File: src/rtl/cpu_pkg.sv
// Shared CPU constants: exception vectors, PCSrc encodings, kernel-bit index
// and the kernel-preserving PC+4 helper used by the fetch stage.
package cpu_pkg;

    localparam int          KERNEL_BIT    = 31;

    localparam logic [31:0] RESET_VEC_DEF = 32'h8000_0000;
    localparam logic [31:0] IRQ_VEC_DEF   = 32'h8000_0004;
    localparam logic [31:0] EXC_VEC_DEF   = 32'h8000_0008;

    localparam logic [1:0]  PCSRC_SEQ     = 2'd0;
    localparam logic [1:0]  PCSRC_BRANCH  = 2'd1;
    localparam logic [1:0]  PCSRC_JUMP    = 2'd2;
    localparam logic [1:0]  PCSRC_JR      = 2'd3;

    // The increment never carries into the kernel bit, so sequential fetch
    // can neither enter nor leave kernel mode.
    function automatic logic [31:0] pc_plus4(input logic [31:0] pc);
        return {pc[KERNEL_BIT], pc[KERNEL_BIT-1:0] + 31'd4};
    endfunction

endpackage

File: src/rtl/pc_next_mux.sv
// Combinational next-PC selection for the fetch stage.
// Priority: illegal opcode > accepted interrupt > stall > PCSrc.
module pc_next_mux
    import cpu_pkg::*;
#(
    parameter logic [31:0] IRQ_VEC = IRQ_VEC_DEF,
    parameter logic [31:0] EXC_VEC = EXC_VEC_DEF
) (
    input  logic [31:0] pc_i,
    input  logic        stall_i,
    input  logic        irq_i,
    input  logic        illop_i,
    input  logic [1:0]  pc_src_i,
    input  logic [31:0] branch_target_i,
    input  logic [25:0] jump_index_i,
    input  logic [31:0] jr_target_i,
    output logic [31:0] next_pc_o,
    output logic        irq_take_o,
    output logic        exc_take_o
);

    logic kernel;

    assign kernel     = pc_i[KERNEL_BIT];
    assign exc_take_o = illop_i;
    // Interrupts are level-sensitive and re-sampled every cycle; nothing is latched.
    assign irq_take_o = irq_i && !kernel && !stall_i && !illop_i;

    // NOTE: the output gets a default before any branch so no path can infer a latch.
    always_comb begin
        next_pc_o = pc_plus4(pc_i);
        if (exc_take_o) begin
            next_pc_o = EXC_VEC;
        end else if (irq_take_o) begin
            next_pc_o = IRQ_VEC;
        end else if (stall_i) begin
            next_pc_o = pc_i;
        end else begin
            case (pc_src_i)
                PCSRC_SEQ:    next_pc_o = pc_plus4(pc_i);
                PCSRC_BRANCH: next_pc_o = branch_target_i;
                PCSRC_JUMP:   next_pc_o = {pc_i[31:28], jump_index_i, 2'b00};
                PCSRC_JR:     next_pc_o = jr_target_i;
                default:      next_pc_o = pc_plus4(pc_i);
            endcase
        end
    end

endmodule

File: src/rtl/fetch_unit.sv
// Instruction fetch stage: PC register, vectoring to IRQ/EXC handlers with EPC
// capture, and the IF/ID hand-off. Define FETCH_IFID_REG_EN to register IF/ID.
module fetch_unit
    import cpu_pkg::*;
#(
    parameter logic [31:0] RESET_VEC = RESET_VEC_DEF,
    parameter logic [31:0] IRQ_VEC   = IRQ_VEC_DEF,
    parameter logic [31:0] EXC_VEC   = EXC_VEC_DEF
) (
    input  logic        clk,
    input  logic        reset,
    input  logic        Stall,
    input  logic [1:0]  PCSrc,
    input  logic [31:0] BranchTarget,
    input  logic [25:0] JumpIndex,
    input  logic [31:0] JrTarget,
    input  logic        Irq,
    input  logic        Illop,
    output logic [31:0] Address,
    input  logic [31:0] Instruction,
    output logic [31:0] IF_Instr,
    output logic [31:0] IF_PC4,
    output logic        IF_Valid,
    output logic        EPC_We,
    output logic        EPC_Sel,
    output logic [31:0] EPC
);

    logic [31:0] pc_q;
    logic [31:0] pc_d;
    logic [31:0] pc_plus4_w;
    logic        irq_take;
    logic        exc_take;
    logic        vector_take;

    assign pc_plus4_w  = pc_plus4(pc_q);
    assign vector_take = irq_take || exc_take;

    pc_next_mux #(
        .IRQ_VEC (IRQ_VEC),
        .EXC_VEC (EXC_VEC)
    ) u_pc_next_mux (
        .pc_i            (pc_q),
        .stall_i         (Stall),
        .irq_i           (Irq),
        .illop_i         (Illop),
        .pc_src_i        (PCSrc),
        .branch_target_i (BranchTarget),
        .jump_index_i    (JumpIndex),
        .jr_target_i     (JrTarget),
        .next_pc_o       (pc_d),
        .irq_take_o      (irq_take),
        .exc_take_o      (exc_take)
    );

    // NOTE: sequential state uses non-blocking assignments so every register
    // samples the pre-edge values regardless of block ordering.
    always_ff @(posedge clk or negedge reset) begin
        if (!reset) begin
            pc_q <= RESET_VEC;
        end else begin
            pc_q <= pc_d;
        end
    end

    assign Address = pc_q;

`ifdef FETCH_IFID_REG_EN
    logic [31:0] if_instr_q, if_instr_d;
    logic [31:0] if_pc4_q,   if_pc4_d;
    logic        if_valid_q, if_valid_d;

    // A taken vector flushes IF/ID even under stall; a plain stall holds it.
    always_comb begin
        if_instr_d = if_instr_q;
        if_pc4_d   = if_pc4_q;
        if_valid_d = if_valid_q;
        if (vector_take) begin
            if_instr_d = '0;
            if_pc4_d   = pc_plus4_w;
            if_valid_d = 1'b0;
        end else if (!Stall) begin
            if_instr_d = Instruction;
            if_pc4_d   = pc_plus4_w;
            if_valid_d = 1'b1;
        end
    end

    always_ff @(posedge clk or negedge reset) begin
        if (!reset) begin
            if_instr_q <= '0;
            if_pc4_q   <= '0;
            if_valid_q <= 1'b0;
        end else begin
            if_instr_q <= if_instr_d;
            if_pc4_q   <= if_pc4_d;
            if_valid_q <= if_valid_d;
        end
    end

    assign IF_Instr = if_instr_q;
    assign IF_PC4   = if_pc4_q;
    assign IF_Valid = if_valid_q;
`else
    // Pass-through IF/ID; reset forces the idle values without waiting for clk.
    assign IF_Instr = (reset && !vector_take) ? Instruction : '0;
    assign IF_PC4   = reset ? pc_plus4_w : '0;
    assign IF_Valid = reset && !vector_take;
`endif

    assign EPC_We  = reset && vector_take;
    assign EPC_Sel = exc_take;
    assign EPC     = exc_take ? IF_PC4 : pc_q;

endmodule

File: config.mk
export PLATFORM = sky130hd
export DESIGN_NAME = fetch_unit
export DESIGN_NICKNAME = d
export VERILOG_FILES = /design/src/rtl/cpu_pkg.sv /design/src/rtl/pc_next_mux.sv /design/src/rtl/fetch_unit.sv
export SDC_FILE = /design/constraint.sdc
export NUM_CORES = 1
export LEC_CHECK = 0
export ABC_AREA = 1
export CORE_ASPECT_RATIO = 0.75
export CORE_UTILIZATION = 33
export CTS_CLUSTER_SIZE = 30
export DETAILED_ROUTE_END_ITERATION = 8
export PLACE_DENSITY = 0.81
export SYNTH_ARGS = -nofsm -noshare
export SYNTH_HDL_FRONTEND = slang
export SYNTH_SLANG_ARGS = --single-unit
File: constraint.sdc
create_clock -name clk -period 1.85 [get_ports clk]
set_clock_uncertainty 0.2 [all_clocks]
set_input_delay 0.2775 -clock clk [delete_from_list [all_inputs] [get_ports clk]]
set_output_delay 0.2775 -clock clk [all_outputs]
set_load 0.05 [all_outputs]
==> results.sh, run 1 <==
export IMPL_status="did not finish"
export IMPL_failed_stage="global routing"
export IMPL_error="[ERROR GRT-0232] Routing congestion too high. Check the congestion heatmap in the GUI."
export IMPL_grt_worst_endpoint="IF_PC4[21]"
export IMPL_cts_root_buf="clkbuf_16"
export IMPL_synth_cells=684
export IMPL_start_util_pct=34.2
export IMPL_synth_top_family_by_area="simple AND/OR/NAND/NOR gates"
export IMPL_yosys_warnings=0
export IMPL_htree_levels=2
export IMPL_worstEpCategory="top-level output"
export IMPL_rows=33
export IMPL_place_area_um2=8990
export IMPL_synth_compound_area_share_pct=15.0
export IMPL_synth_seq_cells=32
export IMPL_gr_total_overflow=33
export IMPL_synth_simple_gate_area_share_pct=46.5
export IMPL_avgSynthCellArea_um2=5.54
export IMPL_die_h_um=94.8
export IMPL_grt_max_degree=26
export IMPL_synth_seq_area_share_pct=21.2
export IMPL_numCtsBuffers=5
export IMPL_gp_congestion=0.950
export IMPL_grt_usage_pct=70.7
export IMPL_synth_area_mux_share_pct=0
export IMPL_synth_nets=819
export IMPL_dp_hpwl_um=16600
export IMPL_synth_xor_area_share_pct=3.47
export IMPL_port_buffers=259
export IMPL_cts_buffer_depth=2
export IMPL_clock_sinks=32
export IMPL_die_w_um=126
export IMPL_ios=260
export IMPL_antenna_found_initial=1
export IMPL_ys_types=38
export IMPL_synth_adder_area_share_pct=1.98
export IMPL_syn_cell_area_um2=3790
-- synth_stat cells, drive strengths merged --
library cell | instances | area (um2)
dfrtp | 31 | 776
a31oi | 18 | 113
clkinv | 2 | 7.51
or2 | 2 | 12.5
buf | 15 | 70.1
ha | 6 | 75.1
inv | 78 | 293
nand4 | 3 | 18.8
dfstp | 1 | 26.3
nand3 | 45 | 243
o211ai | 1 | 7.51
nand2 | 265 | 1020
and2 | 1 | 6.26
xnor2 | 4 | 35.0
xor2 | 11 | 96.3
nor2 | 91 | 404
nand2b | 1 | 6.26
a221oi | 3 | 26.3
a21oi | 40 | 204
o2111ai | 1 | 8.76
a22o | 4 | 35.0
clkbuf | 21 | 82.6
o21ai | 33 | 173
nand3b | 7 | 52.6
-- logic make-up after synthesis --
kind of cell / after synthesis
and+or+nand+nor: 415
xor gates and xnor gates: 15
DFF: 32
AOI/OAI and AO/OA: 100
adders and majority gates: 6
buffers and inverters: 116
-- routing by layer --
layer,GRT overflow,track usage [%]
met5,0,23.1
met4,18,82.8
met1,0,64.0
met2,15,94.5
met3,0,52.0
-- stage by stage --
step	TNS, ns	util (%)	hold slack [ns]	cells	setup WS [ns]
after floorplan	-31.40	-	-0.218	684	-0.516
after detailed placement	-28.11	81.3	0.0831	1194	-0.393
after CTS	-34.85	89.9	0.00348	1223	-0.547
after global placement	-24.70	81.3	0.0831	1194	-0.371
-- timing repair --
action | CTS
endpoints found under the setup margin | 99
pin swaps | 47
buffers inserted | 17
gates cloned | 2
hold buffers | 3
hold endpoints to repair | 31
gates resized for setup | 156
==> inputs of run 2 (changes only) <==
Settings changed: CORE_ASPECT_RATIO 0.75 to not set, CORE_UTILIZATION 33 to 37, CTS_CLUSTER_SIZE 30 to not set, PLACE_DENSITY 0.81 to not set, PLACE_DENSITY_LB_ADDON set to 0.15.
Clock period 1.85 ns to 2.4 ns, I/O delays scaled along.
==> run 2 against run 1 <==
  * The flow now finishes, with violations (negative setup slack)
  * Synthesized cell count is the same
  * Synthesized area is the same
==> results.sh, run 2 <==
export IMPL_yosysMostFrequentCell="nand2_1"
export IMPL_hold_path_class="in -> async"
export IMPL_ys_top_cells_by_count="nand2_1, nor2_1, inv_1"
export IMPL_clock_sinks=32
export IMPL_clkPwrFrac_pct=16.3
export IMPL_grtUsageMet3_pct=7.86
export IMPL_synth_top_cell_area_share_pct=25.8
export IMPL_final_util_pct=85.5
export IMPL_synth_seq_cells=32
export IMPL_synth_cells=684
export IMPL_rows=36
export IMPL_r2r_start="Address[2]$_DFFE_PN0P_"
export IMPL_report_final_slew_viol_count=0
export IMPL_die_area_um2=10600
export IMPL_avgSynthCellArea_um2=5.54
export IMPL_dp_hpwl_um=14500
export IMPL_synth_top_cell_by_area="nand2_1"
export IMPL_route_detailed_wl_per_inst_um=17.8
export IMPL_cts_root_buf="clkbuf_8"
export IMPL_p_switching_mw=1.28
export IMPL_status="finished with violations"
export IMPL_fmax_ghz=0.394
export IMPL_worstPathRequired_ns=1.84
export IMPL_drive_gt1_share_pct=35.5
export IMPL_nets=1130
export IMPL_synth_edf_count=0
export IMPL_die_h_um=103
export IMPL_ys_types=38
export IMPL_setup_viol=30
export IMPL_synth_nets=819
export IMPL_clkTransAtPathRegs_ns=0.07
export IMPL_synth_top_cells_by_area="nand2_1, dfrtp_1, nor2_1"
export IMPL_arrival_ns=1.98
export IMPL_violations="negative setup slack"
export IMPL_post_route_period_util_pct=106
export IMPL_numCtsBuffers=5
export IMPL_critPathMaxFanout=5
export IMPL_switching_share_pct=45.3
export IMPL_grt_pass1_vias=5636
export IMPL_yosys_warnings=0
export IMPL_holdWs_ns=0.0530
export IMPL_wl_um=20100
export IMPL_drcViolationCount=0
export IMPL_die_w_um=103
export IMPL_port_buffers=259
export IMPL_power_density_nw_per_um2=334
export IMPL_antenna_left=0
export IMPL_grt_pass1_wl_um=28200
export IMPL_via_per_inst=5.29
export IMPL_worst_slew_pin_slew_ns=0.587
export IMPL_cts_tree="yes"
export IMPL_path_class="reg -> out"
export IMPL_drt_pass1_iterations=5
export IMPL_final_cell_mix="nand2_1, clkdlybuf4s50_1, buf_4, inv_1, buf_12"
export IMPL_maxCapViolCount=0
export IMPL_grt_usage_pct=34.9
export IMPL_gr_total_overflow=0
export IMPL_grt_max_degree=32
export IMPL_max_slew_margin_pct=60.7
export IMPL_core_um2=9860
export IMPL_rsz0062_at_grt="true"
export IMPL_start_kind="register"
export IMPL_layout_commonest_cell="nand2_1"
export IMPL_ios=260
export IMPL_clk_latency_ns=0.30
export IMPL_synth_flop_cell="dfrtp_1"
export IMPL_hold_viol=0
export IMPL_combPwrFrac_pct=61.3
export IMPL_p_leak_nw=3.78
export IMPL_p_int_mw=1.54
export IMPL_period_needed_ns=2.54
export IMPL_antennaDiodeCount=0
export IMPL_grt_util_met2_pct=65.3
export IMPL_async_reset_ff_share_pct=100
export IMPL_met1_usage_pct=38.8
export IMPL_r2r_slack_ns=-0.03
export IMPL_r2r_end="Address[30]$_DFFE_PN0P_"
export IMPL_syn_cell_area_um2=3790
export IMPL_reg2regPathDepth=15
export IMPL_fill_cells=538
export IMPL_vias=5970
export IMPL_peakVddDrop_mv=0.237
export IMPL_initialDrtViolationCount=308
export IMPL_seqPwrFrac_pct=22.4
export IMPL_start_util_pct=38.4
export IMPL_worstSetupEndpointType="output port"
export IMPL_cts_buffer_depth=2
export IMPL_largest_register_ffs=32
export IMPL_gp_congestion=0.911
export IMPL_antenna_found_initial=0
export IMPL_grt_busiest_layer="met2"
export IMPL_synth_seq_area_share_pct=21.2
export IMPL_htree_levels=2
export IMPL_syn2layout_area_growth_pct=123
export IMPL_setup_slack_ns=-0.139
==> run 2: cell counts after synthesis <==
No cell type changed its count.
==> run 2: stage by stage <==
step / worst slack, ns / setup TNS (ns) / instance area [um2] / total power, mW / std cells
final: -0.139 / -2.00 / 8430 / 2.81 / 1129
after global routing: -0.243 / -5.37 / 8430 / 2.91 / 1129
after CTS: -0.128 / -1.21 / 8080 / 2.74 / 1117
after detailed placement: 0.0314 / 0 / 7570 / 2.23 / 1074
after global placement: 0.0628 / 0 / 7570 / 2.20 / 1074
after floorplan: -0.216 / -1.06 / 4370 / 1.50 / 684
==> run 2: kinds of logic after synthesis <==
kind of cell,after synthesis,share of synthesized area [%]
compound gates,100,15.0
xor+xnor,15,3.47
fa+ha+maj,6,1.98
buf+inv,116,12.0
flops,32,21.2
simple gates,415,46.5
==> run 2: worst max-delay path, cell delays in order (launching register included) <==
cell,delay (ns)
dfrtp_2,0.42
ha_4,0.17
nand2_4,0.07
nor2_8,0.17
nand2_4,0.09
nor2_4,0.14
buf_4,0.14
xor2_1,0.14
nand3_1,0.09
nand2_1,0.09
buf_6,0.16
==> run 2: metal layers <==
metal,vias to the layer above,routed length [um]
met1,2799,7050
met4,0,692
met3,58,1930
met2,353,10400
li1,2760,-
met5,-,0
==> run 2: worst max path at each step <==
| stage | startpoint | to | cells after the start |
|---|---|---|---|
| finish | Address[2]$_DFFE_PN0P_ | EPC[16] | 10 |
| global route | Address[14]$_DFFE_PN0P_ | EPC[17] | 9 |
| CTS | Address[2]$_DFFE_PN0P_ | EPC[26] | 10 |
| detailed placement | Stall | IF_Instr[21] | 9 |
| global placement | Stall | IF_Instr[11] | 9 |
| floorplan | Address[2]$_DFFE_PN0P_ | EPC[4] | 5 |
==> run 2: power by group through the flow <==
stage	logic, mW	registers, mW	clock network (mW)
after floorplan	0.730	0.772	0
after global placement	1.56	0.649	0
after detailed placement	1.58	0.650	0
after CTS	1.66	0.627	0.457
after global routing	1.80	0.636	0.474
final	1.73	0.631	0.458
==> run 2: timing repair <==
action / CTS / global route
setup buffers: 34 / 11
endpoints found under the setup margin: 39 / 76
endpoints found under the hold margin: 31 / 0
hold buffers: 1 / 0
pin swaps: 26 / 21
cloned: 0 / 1
gates resized for setup: 40 / 70
==> run 2: layout make-up <==
type	instances	area (um2)	area share, %
inverters	80	304	3.60
multi-input cells	536	3260	38.7
repair buffers	340	3790	44.9
well taps	133	166	1.97
flip-flops and latches	32	826	9.79
clock buffers	8	90.1	1.07
No activity file was read; power rests on OpenSTA's default activity.
==> inputs of run 3 (changes only) <==
Clock period 2.4 ns to 2.64 ns, I/O delays scaled along.
==> run 3 against run 2 <==
  * The flow now finishes without violations
  * Cell count is 4.4% lower
  * Sequential share of layout area is 0.90 points higher
  * Largest cell class unchanged
  * Register-to-register slack better by 0.71 ns
  * Count of clock-buffer cells in the layout is 1 lower
  * Wire length is 14% lower
  * Total power is 15% lower
  * Utilization is 7.9 points lower
  * Global-route usage is 3.4 points lower
  * Via count is 7.7% lower
  * Worst setup slack better by 0.19 ns
  * Clock power is 17% lower
  * Final area is 9.3% lower
==> results.sh, run 3 (synthesized netlist as in run 2, its figures left out) <==
export IMPL_r2r_start="Address[31]$_DFFE_PN1P_"
export IMPL_seq_area_um2=818
export IMPL_cts_tree="yes"
export IMPL_p_switching_mw=1.09
export IMPL_seqPwrFrac_pct=24.5
export IMPL_hold_start="Address[31]$_DFFE_PN1P_"
export IMPL_p_int_mw=1.31
export IMPL_grt_pass1_vias=5031
export IMPL_grt_max_degree=53
export IMPL_antenna_found_initial=0
export IMPL_combPwrFrac_pct=59.6
export IMPL_final_cell_mix="nand2_1, clkdlybuf4s50_1, inv_1, buf_4, buf_12"
export IMPL_place_ws_ns=0.153
export IMPL_switching_share_pct=45.5
export IMPL_r2r_end="Address[11]$_DFFE_PN0P_"
export IMPL_start_kind="register"
export IMPL_design_area_um2=7650
export IMPL_die_h_um=103
export IMPL_die_w_um=103
export IMPL_crit_chain="ha_4, nand2_4, nor2_8, nand2_4, nor2_4, nand3b_1, nand2_1, nand3_1, nand2_1, buf_6"
export IMPL_multiInputGateArea_um2=3000
export IMPL_critPathMaxFanout=5
export IMPL_worst_slew_pin_slew_ns=0.552
export IMPL_fill_cells=751
export IMPL_p_leak_nw=3.47
export IMPL_layout_commonest_cell="nand2_1"
export IMPL_critPathSlowestCell="dfrtp_2"
export IMPL_core_um2=9860
export IMPL_worstSetupEndpointType="output port"
export IMPL_report_final_slew_viol_count=0
export IMPL_status="finished, final reports clean"
export IMPL_cts_buffer_depth=2
export IMPL_start_util_pct=38.4
export IMPL_drive_gt1_share_pct=26.4
export IMPL_hold_depth=2
export IMPL_grt_usage_pct=31.4
export IMPL_drcViolationCount=0
export IMPL_syn2layout_area_growth_pct=102
export IMPL_initialDrtViolationCount=284
export IMPL_antenna_left=0
export IMPL_vias=5511
export IMPL_clkTransAtPathRegs_ns=0.07
export IMPL_peakVddDrop_mv=0.177
export IMPL_drt_pass1_iterations=5
export IMPL_antennaDiodeCount=0
export IMPL_critPathMaxStageDelay_ns=0.43
export IMPL_maxCapViolCount=0
export IMPL_worstPathRequired_ns=2.04
export IMPL_htree_levels=2
export IMPL_numCtsBuffers=5
export IMPL_cts_root_buf="clkbuf_8"
export IMPL_max_slew_margin_pct=63.1
export IMPL_port_buffers=259
export IMPL_clkPwrFrac_pct=15.9
export IMPL_rows=36
export IMPL_gp_congestion=0.936
export IMPL_fmax_ghz=0.386
export IMPL_reg2regPathDepth=8
export IMPL_clock_sinks=32
export IMPL_setup_slack_ns=0.0516
export IMPL_hold_path_class="reg -> reg"
export IMPL_dp_cells=1064
export IMPL_period_needed_ns=2.59
export IMPL_setup_viol=0
export IMPL_rsz0062_at_grt="true"
export IMPL_dp_hpwl_um=14100
export IMPL_die_area_um2=10600
export IMPL_r2r_slack_ns=0.68
export IMPL_place_area_um2=7380
export IMPL_ios=260
export IMPL_whs_endpoint="Address[31]$_DFFE_PN1P_"
export IMPL_clk_latency_ns=0.29
export IMPL_holdWs_ns=0.357
export IMPL_post_route_period_util_pct=98.0
export IMPL_route_detailed_wl_per_inst_um=16.1
export IMPL_power_density_nw_per_um2=313
export IMPL_via_per_inst=5.11
export IMPL_nets=1080
export IMPL_grt_pass1_wl_um=25200
export IMPL_path_class="reg -> out"
export IMPL_fin_cells=1079
export IMPL_gr_total_overflow=0
export IMPL_hold_viol=0
export IMPL_arrival_ns=1.99
export IMPL_wl_um=17300
export IMPL_largest_register_ffs=32
-- run 3: metal layers --
layer  vias to the layer above  part of all wire, %  track usage (%)  wire length, um
met3                        34                  8.0             6.18             1390
met2                       279                   51             58.1             8910
met4                         0                  2.3             10.5              399
met5                         -                    0                0                0
met1                      2527                   38             36.2             6630
li1                       2671                    -                -                -
-- run 3: repair_timing --
action	CTS	global route
resized for setup	1	42
buffers inserted	0	6
pin swaps	1	15
hold endpoints to repair	31	0
hold buffers	1	0
endpoints found under the setup margin	2	24
-- run 3: layout make-up --
class,count,share of cell area (%)
Clock buffer,7,0.997
Clock inverter,1,0.0654
Inverter,80,3.92
Multi-Input combinational cell,536,39.3
Sequential cell,32,10.7
Tap cell,133,2.17
Timing Repair Buffer,290,42.9
-- run 3: power by group through the flow --
stage	Clock [mW]	Sequential, mW	Combinational (mW)
global placement	0	0.590	1.38
detailed placement	0	0.591	1.40
finish	0.380	0.588	1.43
floorplan	0	0.697	0.633
CTS	0.382	0.583	1.41
global route	0.396	0.593	1.50
-- run 3: worst max-delay path, delay by kind of cell (launching register included) --
kind	cells	cell delay, ns
AND/OR/NAND/NOR	8	0.94
flip-flops	1	0.43
adder cells (fa/ha/maj)	1	0.17
buffers and inverters	1	0.16
-- run 3: worst max path at each step --
| stage | from | to | slack (ns) | cells past startpoint |
|---|---|---|---|---|
| detailed placement | Stall | IF_Instr[27] | 0.15 | 9 |
| floorplan | reset | EPC[2] | -0.09 | 5 |
| CTS | Address[10]$_DFFE_PN0P_ | EPC[23] | 0.002 | 9 |
| finish | Address[2]$_DFFE_PN0P_ | EPC[24] | 0.05 | 10 |
| global route | Address[2]$_DFFE_PN0P_ | EPC[26] | -0.01 | 10 |
| global placement | Stall | IF_Instr[27] | 0.17 | 9 |
-- run 3: per-stage QoR --
step,setup TNS [ns],utilization [%],total power [mW]
after floorplan,-0.0862,-,1.33
after global placement,0,74.8,1.97
after detailed placement,0,74.8,1.99
after CTS,0,75.7,2.37
after global routing,-0.0395,77.6,2.49
final,0,77.6,2.40
